File: src/rtl/dmem_pkg.sv
// Shared state type, address constants and address decode for the data-memory responder.
package dmem_pkg;

  typedef enum logic [1:0] {IDLE, ACCESS, RESP} state_e;

  localparam int WORD_BYTES = 4;
  localparam int ADDR_LSB   = 2;

  typedef struct packed {
    logic [31:0] index;
    logic        error;
  } addr_dec_t;

  // Misaligned or beyond the last word is an error; the address is unsigned.
  function automatic addr_dec_t decode_addr(input logic [31:0] addr, input int unsigned depth);
    addr_dec_t   dec;
    logic [33:0] limit;
    limit     = 34'(depth) * 34'(WORD_BYTES);
    dec.index = addr >> ADDR_LSB;
    dec.error = (addr[ADDR_LSB-1:0] != '0) || ({2'b00, addr} >= limit);
    return dec;
  endfunction

endpackage

File: src/rtl/dmem_array.sv
// Word storage for the data-memory responder: synchronous byte-masked write, combinational read, no reset.
module dmem_array #(
  parameter int DATA_WIDTH  = 32,
  parameter int DEPTH_WORDS = 32
) (
  input  logic                          clk_i,
  input  logic                          we_i,
  input  logic [$clog2(DEPTH_WORDS)-1:0] addr_i,
  input  logic [DATA_WIDTH-1:0]         wdata_i,
  input  logic [DATA_WIDTH/8-1:0]       wbe_i,
  output logic [DATA_WIDTH-1:0]         rdata_o
);

  logic [DATA_WIDTH-1:0] mem_q [DEPTH_WORDS];

  always_ff @(posedge clk_i) begin
    if (we_i) begin
      for (int b = 0; b < DATA_WIDTH/8; b++) begin
        if (wbe_i[b]) mem_q[addr_i][b*8 +: 8] <= wdata_i[b*8 +: 8];
      end
    end
  end

  assign rdata_o = mem_q[addr_i];

endmodule

File: src/rtl/dmem_responder.sv
// Latency-modelling data-memory responder with request/response valid/ready channels.
// Optional per-byte store enables (port req_be) when DMEM_BYTE_ENABLE_EN is defined.
module dmem_responder
  import dmem_pkg::*;
#(
  parameter int DATA_WIDTH  = 32,
  parameter int DEPTH_WORDS = 32,
  parameter int WAIT_CYCLES = 2
) (
  input  logic                    clock,
  input  logic                    reset_n,
  input  logic                    req_valid,
  output logic                    req_ready,
  input  logic                    req_write,
  input  logic [31:0]             req_addr,
  input  logic [DATA_WIDTH-1:0]   req_wdata,
`ifdef DMEM_BYTE_ENABLE_EN
  input  logic [DATA_WIDTH/8-1:0] req_be,
`endif
  output logic                    resp_valid,
  input  logic                    resp_ready,
  output logic [DATA_WIDTH-1:0]   resp_rdata,
  output logic                    resp_error,
  output logic                    busy
);

  localparam int AW = $clog2(DEPTH_WORDS);
  localparam int BW = DATA_WIDTH / 8;
  localparam int CW = (WAIT_CYCLES > 1) ? $clog2(WAIT_CYCLES) : 1;
  localparam logic [CW-1:0] CNT_LOAD = CW'((WAIT_CYCLES > 0) ? WAIT_CYCLES - 1 : 0);

  state_e                state_q, state_d;
  logic [CW-1:0]         cnt_q, cnt_d;
  logic                  write_q;
  logic [31:0]           addr_q;
  logic [DATA_WIDTH-1:0] wdata_q;
  logic [BW-1:0]         be_q;
  logic [DATA_WIDTH-1:0] rdata_q, rdata_d;
  logic                  error_q, error_d;

  logic                  do_access;
  logic                  from_idle;
  logic                  acc_write;
  logic [31:0]           acc_addr;
  logic [DATA_WIDTH-1:0] acc_wdata;
  logic [BW-1:0]         acc_be;
  logic [BW-1:0]         be_in;
  addr_dec_t             dec;
  logic [DATA_WIDTH-1:0] arr_rdata;
  logic                  unused_idx_bits;

`ifdef DMEM_BYTE_ENABLE_EN
  assign be_in = req_be;
`else
  assign be_in = '1;
`endif

  // With zero wait cycles the access happens on the accepting edge, so use the live request.
  assign from_idle = (state_q == IDLE);
  assign acc_write = from_idle ? req_write : write_q;
  assign acc_addr  = from_idle ? req_addr  : addr_q;
  assign acc_wdata = from_idle ? req_wdata : wdata_q;
  assign acc_be    = from_idle ? be_in     : be_q;

  assign dec             = decode_addr(acc_addr, DEPTH_WORDS);
  assign unused_idx_bits = ^dec.index[31:AW];

  dmem_array #(
    .DATA_WIDTH (DATA_WIDTH),
    .DEPTH_WORDS(DEPTH_WORDS)
  ) u_array (
    .clk_i  (clock),
    .we_i   (do_access && acc_write && !dec.error),
    .addr_i (dec.index[AW-1:0]),
    .wdata_i(acc_wdata),
    .wbe_i  (acc_be),
    .rdata_o(arr_rdata)
  );

  always_comb begin
    state_d   = state_q;
    cnt_d     = cnt_q;
    do_access = 1'b0;
    unique case (state_q)
      IDLE: begin
        if (req_valid) begin
          if (WAIT_CYCLES > 0) begin
            state_d = ACCESS;
            cnt_d   = CNT_LOAD;
          end else begin
            state_d   = RESP;
            do_access = 1'b1;
          end
        end
      end
      ACCESS: begin
        if (cnt_q == '0) begin
          state_d   = RESP;
          do_access = 1'b1;
        end else begin
          cnt_d = cnt_q - CW'(1);
        end
      end
      RESP: begin
        if (resp_ready) state_d = IDLE;
      end
      default: state_d = IDLE;
    endcase
  end

  always_comb begin
    rdata_d = rdata_q;
    error_d = error_q;
    if (do_access) begin
      rdata_d = (acc_write || dec.error) ? '0 : arr_rdata;
      error_d = dec.error;
    end
  end

  always_ff @(posedge clock or negedge reset_n) begin
    if (!reset_n) begin
      state_q <= IDLE;
      cnt_q   <= '0;
      write_q <= 1'b0;
      addr_q  <= '0;
      wdata_q <= '0;
      be_q    <= '0;
      rdata_q <= '0;
      error_q <= 1'b0;
    end else begin
      state_q <= state_d;
      cnt_q   <= cnt_d;
      rdata_q <= rdata_d;
      error_q <= error_d;
      if (from_idle && req_valid) begin
        write_q <= req_write;
        addr_q  <= req_addr;
        wdata_q <= req_wdata;
        be_q    <= be_in;
      end
    end
  end

  assign req_ready  = (state_q == IDLE);
  assign resp_valid = (state_q == RESP);
  assign busy       = (state_q != IDLE);
  assign resp_rdata = rdata_q;
  assign resp_error = error_q;

endmodule
File: config.mk
export PLATFORM = sky130hd
export DESIGN_NAME = dmem_responder
export DESIGN_NICKNAME = d
export VERILOG_FILES = /design/src/rtl/dmem_pkg.sv /design/src/rtl/dmem_array.sv /design/src/rtl/dmem_responder.sv
export SDC_FILE = /design/constraint.sdc
export NUM_CORES = 1
export LEC_CHECK = 0
export CAP_MARGIN = 20
export CORE_ASPECT_RATIO = 1.25
export CORE_MARGIN = 4
export CORE_UTILIZATION = 40
export DETAILED_ROUTE_END_ITERATION = 8
export HOLD_SLACK_MARGIN = 0.15
export PLACE_DENSITY = 0.54
export RECOVER_POWER = 25
export REMOVE_ABC_BUFFERS = 1
export SKIP_LAST_GASP = 1
export SYNTH_ARGS = -nofsm -noshare
export SYNTH_HDL_FRONTEND = slang
export SYNTH_HIERARCHICAL = 1
export SYNTH_SLANG_ARGS = --single-unit
File: constraint.sdc
create_clock -name clock -period 4.35 [get_ports clock]
set_input_delay 0.435 -clock clock [delete_from_list [all_inputs] [get_ports clock]]
set_output_delay 0.435 -clock clock [all_outputs]
set_load 0.05 [all_outputs]
# After elaboration in Yosys (flattened, before gate mapping)
# Memories as Yosys holds them, arrays and structs flattened.
# Cells that the tools add are included.
[totals] ff_bits=102 ramBits=1024 inputBits=69 out_inout_bits=36 wordCells=54 mem_count=1
[op_classes] add_sub_neg=1 order_cmp=1 n_eq_ne=5 n_mux=26 reduce_logical=12
[mem_list] memory="u_array.mem_q" depth=32 width=32 rd=1 rd_ports_with_merged_regs=0 write_ports=1 line="dmem_array.sv:14" source="logic [DATA_WIDTH-1:0] mem_q [DEPTH_WORDS];"
[ops] cell="2-to-1 mux 32 bit" n=3
[ops] cell="greater-or-equal comparator 32 x 8 -> 1 bit (second input constant)" n=1
[ops] cell="2-to-1 mux 1 bit" n=17
[ops] cell="2-to-1 mux 2 bit" n=3
[ops] cell="case mux 2 bit (3 select lines)" n=1
[ops] cell="nonzero test 2 bit" n=3
[ops] cell="2-to-1 mux 4 bit" n=1
[ops] cell="!= test 2 bit (second input constant)" n=2
[ops] cell="logical AND 1 bit" n=3
[ops] cell="AND reduction 3 bit" n=1
[ops] cell="== test 2 x 1 -> 1 bit (second input constant)" n=1
[ops] cell="== test 2 bit (second input constant)" n=1
[ops] cell="zero test 2 bit" n=1
[ops] cell="logical OR 1 bit" n=2
[ops] cell="!= test 2 x 1 -> 1 bit (second input constant)" n=1
[ops] cell="case mux 1 bit (2 select lines)" n=1
[ops] cell="AND reduction 2 bit" n=1
[ops] cell="zero test 1 bit" n=1
[ops] cell="subtractor 1 bit (second input constant)" n=1

# Depth between registers and ports, before layout
[logic_depth] depth_word=8 ltp_mapped=15 ltp_nobuf=8

# Modules after synthesis
# Netlist, hierarchy kept.
[by_module_without_submodules] module="dmem_array" n_inst=1 cells_per_inst=2198 area_per_inst_um2=39562.9
[by_module_without_submodules] module="dmem_responder" n_inst=1 cells_per_inst=291 area_per_inst_um2=4360.4

# Worst setup path before layout
# OpenSTA, ideal clock, no wires.
[synth_path] path_type="register to register" from="register state_q[0]" to="memory u_array.mem_q[12][24] (enable)" t_arrival_ns=3.271 required_ns=3.980 path_slack_ns=0.709 path_stages_with_launch=14 n_path_buf=7 period_less_slack_ns=3.641 cell_sequence="dfrtp_1 buf_4 or2_1 buf_6 inv_1 buf_2 buf_2 mux2_2 buf_2 buf_6 buf_2 nor2_1 nand3_1 nor2_1"
[synth_between] elab_chain_len=8 elab_cells_between_ends=15 classes_between="order compare (1); eq/ne (1); mux (7); reduce/logical (6)"
[synth_lines] element="start: declaration" line="dmem_responder.sv:32" source="state_e state_q, state_d;"
[synth_lines] element="start signal: assignment" line="dmem_responder.sv:131" source="state_q <= state_d;"
[synth_lines] element="zero test 2 bit (*)"
[synth_lines] element="net req_ready" line="dmem_responder.sv:13" source="output logic req_ready,"
[synth_lines] element="2-to-1 mux 32 bit (*)" line="dmem_responder.sv:61" source="assign acc_addr = from_idle ? req_addr : addr_q;"
[synth_lines] element="net acc_addr[3]" line="dmem_responder.sv:44" source="logic [31:0] acc_addr;"
[synth_lines] element="greater-or-equal comparator 32 x 8 -> 1 bit" line="dmem_pkg.sv:20" source="dec.error = (addr[ADDR_LSB-1:0] != '0) || ({2'b00, addr} >= limit);"
[synth_lines] element="logical OR 1 bit" line="dmem_pkg.sv:20"
[synth_lines] element="zero test 1 bit" line="dmem_responder.sv:73" source=".we_i (do_access && acc_write && !dec.error),"
[synth_lines] element="logical AND 1 bit" line="dmem_responder.sv:73"
[synth_lines] element="2-to-1 mux 1 bit" line="dmem_array.sv:17" source="if (we_i) begin"
[synth_lines] element="2-to-1 mux 1 bit (not written as such)" line="dmem_array.sv:19" source="if (wbe_i[b]) mem_q[addr_i][b*8 +: 8] <= wdata_i[b*8 +: 8];"
[synth_lines] element="end: declaration" line="dmem_array.sv:14"
# Mark *: on every way through the listed nets, which the timed path passes. The rest lies on a longest branch.

# Final worst setup path
[layout_path] from="register state_q[0]" to="register rdata_q[29] (netlist: resp_rdata[29])"
[layout_between] elab_cells_between_ends=11 classes_between="order compare (1); eq/ne (1); mux (4); reduce/logical (4); memory (1)"
[layout_lines] element="zero test 2 bit" line="dmem_responder.sv:59" source="assign from_idle = (state_q == IDLE);"
[layout_lines] element="2-to-1 mux 32 bit" line="dmem_responder.sv:61"
[layout_lines] element="net acc_addr[2]" line="dmem_responder.sv:44"
[layout_lines] element="memory read (32 x 32 bit)"
[layout_lines] element="net arr_rdata[29]" line="dmem_responder.sv:49" source="logic [DATA_WIDTH-1:0] arr_rdata;"
[layout_lines] element="2-to-1 mux 32 bit" line="dmem_responder.sv:115" source="rdata_d = (acc_write || dec.error) ? '0 : arr_rdata;"
[layout_lines] element="end signal: assignment" line="dmem_responder.sv:133" source="rdata_q <= rdata_d;"
[layout_lines] element="end: declaration" line="dmem_responder.sv:38" source="logic [DATA_WIDTH-1:0] rdata_q, rdata_d;"
# The timed path passes the listed nets, and every way through them passes these cells.
# A chain may end at the register's enable or synchronous reset.

==> flow_summary_export.csv <==
group,metric,value,unit
grt,grt_pass1_vias,24000,
grt,grt_max_degree,91,
placed_design,numPortBuffers,104,
logic_synthesis,yosys_warnings,6,
setup_path,worst-r2r-setup-slack,260,ps
worst_hold_path,holdPathStages,2,
setup_path,startpoint_type,"flop",
drt,post_drt_wl_per_cell,26.5,um
placed_design,pre_cts_ws,389,ps
cells_and_area,fillers,9233,
setup_path,crit_fanout,23,
clock_network,cts_root_buffer,"clkbuf_16",
logic_synthesis,synth_seq_area_share,75.8,%
drt,dr.pass1.iters,5,
pwr,irDropWorstVdd,0.475,mV
logic_synthesis,ys_types,39,
sta,finalCritPeriodShare,94.0,%
sta,min_period,4090,ps
logic_synthesis,synth_ff_type,"edfxtp_1",
setup_path,reg2reg_depth,9,
cells_and_area,final_cells,4246,
setup_path,worstPathRequired,4940,ps
placed_design,placedCellCount,4039,
setup_path,r2r-start,"state_q[0]",
sta,hold_viol_final,0,
sta,finClkSkew,21.9,ps
grt,antenna_found_initial,3,
cells_and_area,drive_above_1_share,15.7,%
setup_path,cp.arrival,4680,ps
run_status,status,"complete, but fails checks",
drt,wl,113000,um
worst_hold_path,holdCritStartpoint,"resp_ready",
clock_network,clock_latency,710,ps
sta,timing_worst_slew_pin_value,2390,ps
logic_synthesis,ys_top_cells_by_count,"edfxtp_1 (1,024), mux2i_1 (513), o22ai_1 (256)",
logic_synthesis,netlist_area,0.0439,mm2
sta,clock.fmax,0.245,GHz
logic_synthesis,synth_edf_count,1024,
sta,grt_setup_unrepaired,"no",
run_status,violations,"max-capacitance violations, max-slew violations",
pwr,p_per_area,673,mW/mm2
worst_hold_path,hold_path_end,"state_q[1]",
drt,ant_nets,0,
cells_and_area,nets,2783,
setup_path,cp_slowest_cell,"nor4_1",
logic_synthesis,synth.area.top_cells,"edfxtp_1 (70%), mux2i_1 (12%), dfrtp_1 (5.8%)",
drt,vias,23300,
logic_synthesis,synthCells,2489,
clock_network,cts_tree,"yes",
die,die_h,378,um
logic_synthesis,synth-async-reset-ratio,9.06,%
grt,grt.overflow.total,0,
grt,grt_pass1_wl,163000,um
drt,viasPerCell,5.50,
setup_path,critical-path-top-delay-family,"simple AND/OR/NAND/NOR gates",
die,die_w,304,um
logic_synthesis,synth_top_area_share,70.0,%
setup_path,worst_setup_path_end_kind,"flop",
setup_path,timing.rr.end,"resp_rdata[29]",
grt,grtUsageTotal,19.2,%
sta,slew_viol_final,86,
setup_path,slowest_delay,780,ps
flow_run,cap_violations,2,
clock_network,cts_buffers,110,
die,start_util,40.4,%
cells_and_area,finish.utilization,47.0,%
cells_and_area,area_growth,16.4,%
clock_network,clock-sinks,1126,
setup_path,critPathKind,"reg2reg",
clock_network,path_clk_slew,60,ps
worst_hold_path,hp-class,"in2reg",
drt,drc,0,
die,core,0.109,mm2
clock_network,cts_buffer_depth,3,
logic_synthesis,synth_most_common_cell,"edfxtp_1",
sta,maxSlewHeadroom,-59.4,%
clock_network,cts_setup_buffers,0,
die,rows,135,
die,io_pins,105,
pwr,p_leak,18.0,nW
setup_path,cp_num_buf_inv,2,
drt,drt_iter0_markers,1728,
logic_synthesis,synth_area_per_cell,17.6,um2
logic_synthesis,synth_area_leader_cell,"edfxtp_1",
setup_path,path_cells,"or2_0 -> inv_2 -> mux2_2 -> nand4b_1 -> o22ai_1 -> nor4_1 -> buf_4 -> nand2_1 -> a22o_1",
placed_design,globalplace.congestion,0.840,
clock_network,htreeDepth,3,
placed_design,dpl.hpwl,71400,um
sta,setup_ws,260,ps
die,dieArea,0.115,mm2
sta,setup_violations,0,
sta,hold_ws,276,ps
logic_synthesis,synth_seq_cells,1126,
==> worst reg2reg max path: stages (launching register included) <==
cell and delay [ps]:
dfrtp_1 450, or2_0 390, inv_2 210, mux2_2 650
nand4b_1 710, o22ai_1 280, nor4_1 780, buf_4 250
nand2_1 60, a22o_1 200
==> layout make-up <==
class,instances,area (um2),area share [%]
diodes,2,5.00,0.00979
well taps,1438,1800,3.52
flip-flops and latches,1126,33300,65.1
multi-input cells,1203,9790,19.1
clock inverters,70,853,1.67
clock buffers,134,2970,5.80
repair buffers,270,2420,4.72
inverters,3,11.3,0.0220
==> power by group <==
part / internal [W] / switching, W
clock: 0.00596 / 0.00405
combinational: 0.00331 / 0.00699
sequential: 0.0139 / 0.000169
total: 0.0232 / 0.0112
==> state kept, by name, summed over array words and instances, names as in the netlist, 2 cells and up <==
signal / flops
state_q: 2
wdata_q: 32
u_array/mem_q: 1024
resp_rdata: 32
addr_q: 32
==> kinds of logic (layout without fill, tap and decap cells) <==
group           Yosys count  after routing  share of synthesized area (%)
compound gates          293            293                           4.39
buf+inv                 160            477                           2.02
simple gates            294            294                           3.44
other cells               0              2                              0
flops                  1126           1126                           75.8
mux                     616            616                           14.3
==> how the worst max path moves through the flow <==
| stage | startpoint | end | slack (ps) | cells past startpoint |
|---|---|---|---|---|
| detailed placement | state_q[0] | resp_rdata[24] | 390 | 9 |
| CTS | state_q[0] | resp_rdata[24] | 340 | 9 |
| global route | state_q[0] | resp_rdata[24] | 120 | 9 |
| global placement | state_q[0] | resp_rdata[24] | 440 | 10 |
| finish | state_q[0] | resp_rdata[29] | 260 | 9 |
| floorplan | state_q[0] | u_array/mem_q[27][24] | -10210 | 5 |
==> layout by cell type (no fill, tap or decap), types with 15 or more instances in the layout <==
master / n
a22o_1: 32
buf_4: 150
bufinv_16: 19
clkbuf_1: 17
clkbuf_16: 112
clkdlybuf4s50_1: 70
clkinv_1: 17
clkinv_2: 21
dfrtp_1: 102
dlygate4sd3_1: 34
edfxtp_1: 1024
mux2_1: 18
mux2_2: 84
mux2i_1: 513
nand2_1: 33
nand3_1: 15
nor2_1: 132
nor4_1: 72
o22ai_1: 256
==> timing repair <==
item,CTS,global route
hold buffers,1,0
gates resized for setup,0,0
hold endpoints to repair,66,0
==> routing by layer <==
metal / vias to the layer above / GRT usage [%] / wire length [um] / share of wire (%)
li1: 10400 / - / - / -
met1: 12100 / 24.2 / 46200 / 41
met2: 676 / 33.7 / 57300 / 51
met3: 165 / 3.08 / 5410 / 4.8
met4: 2 / 6.99 / 3670 / 3.3
met5: - / 0 / 13 / 0.012
==> per-stage QoR <==
stage | power, W | cell area, um2 | TNS (ps)
2_1_floorplan | 0.0199 | 43000 | -9431770
3_3_place_gp | 0.0246 | 47300 | 0
3_5_place_dp | 0.0248 | 47300 | 0
4_1_cts | 0.0348 | 51200 | 0
5_1_grt | 0.0357 | 51100 | 0
6_report | 0.0344 | 51100 | 0
Note: power is estimated with default switching activity, not from simulation.
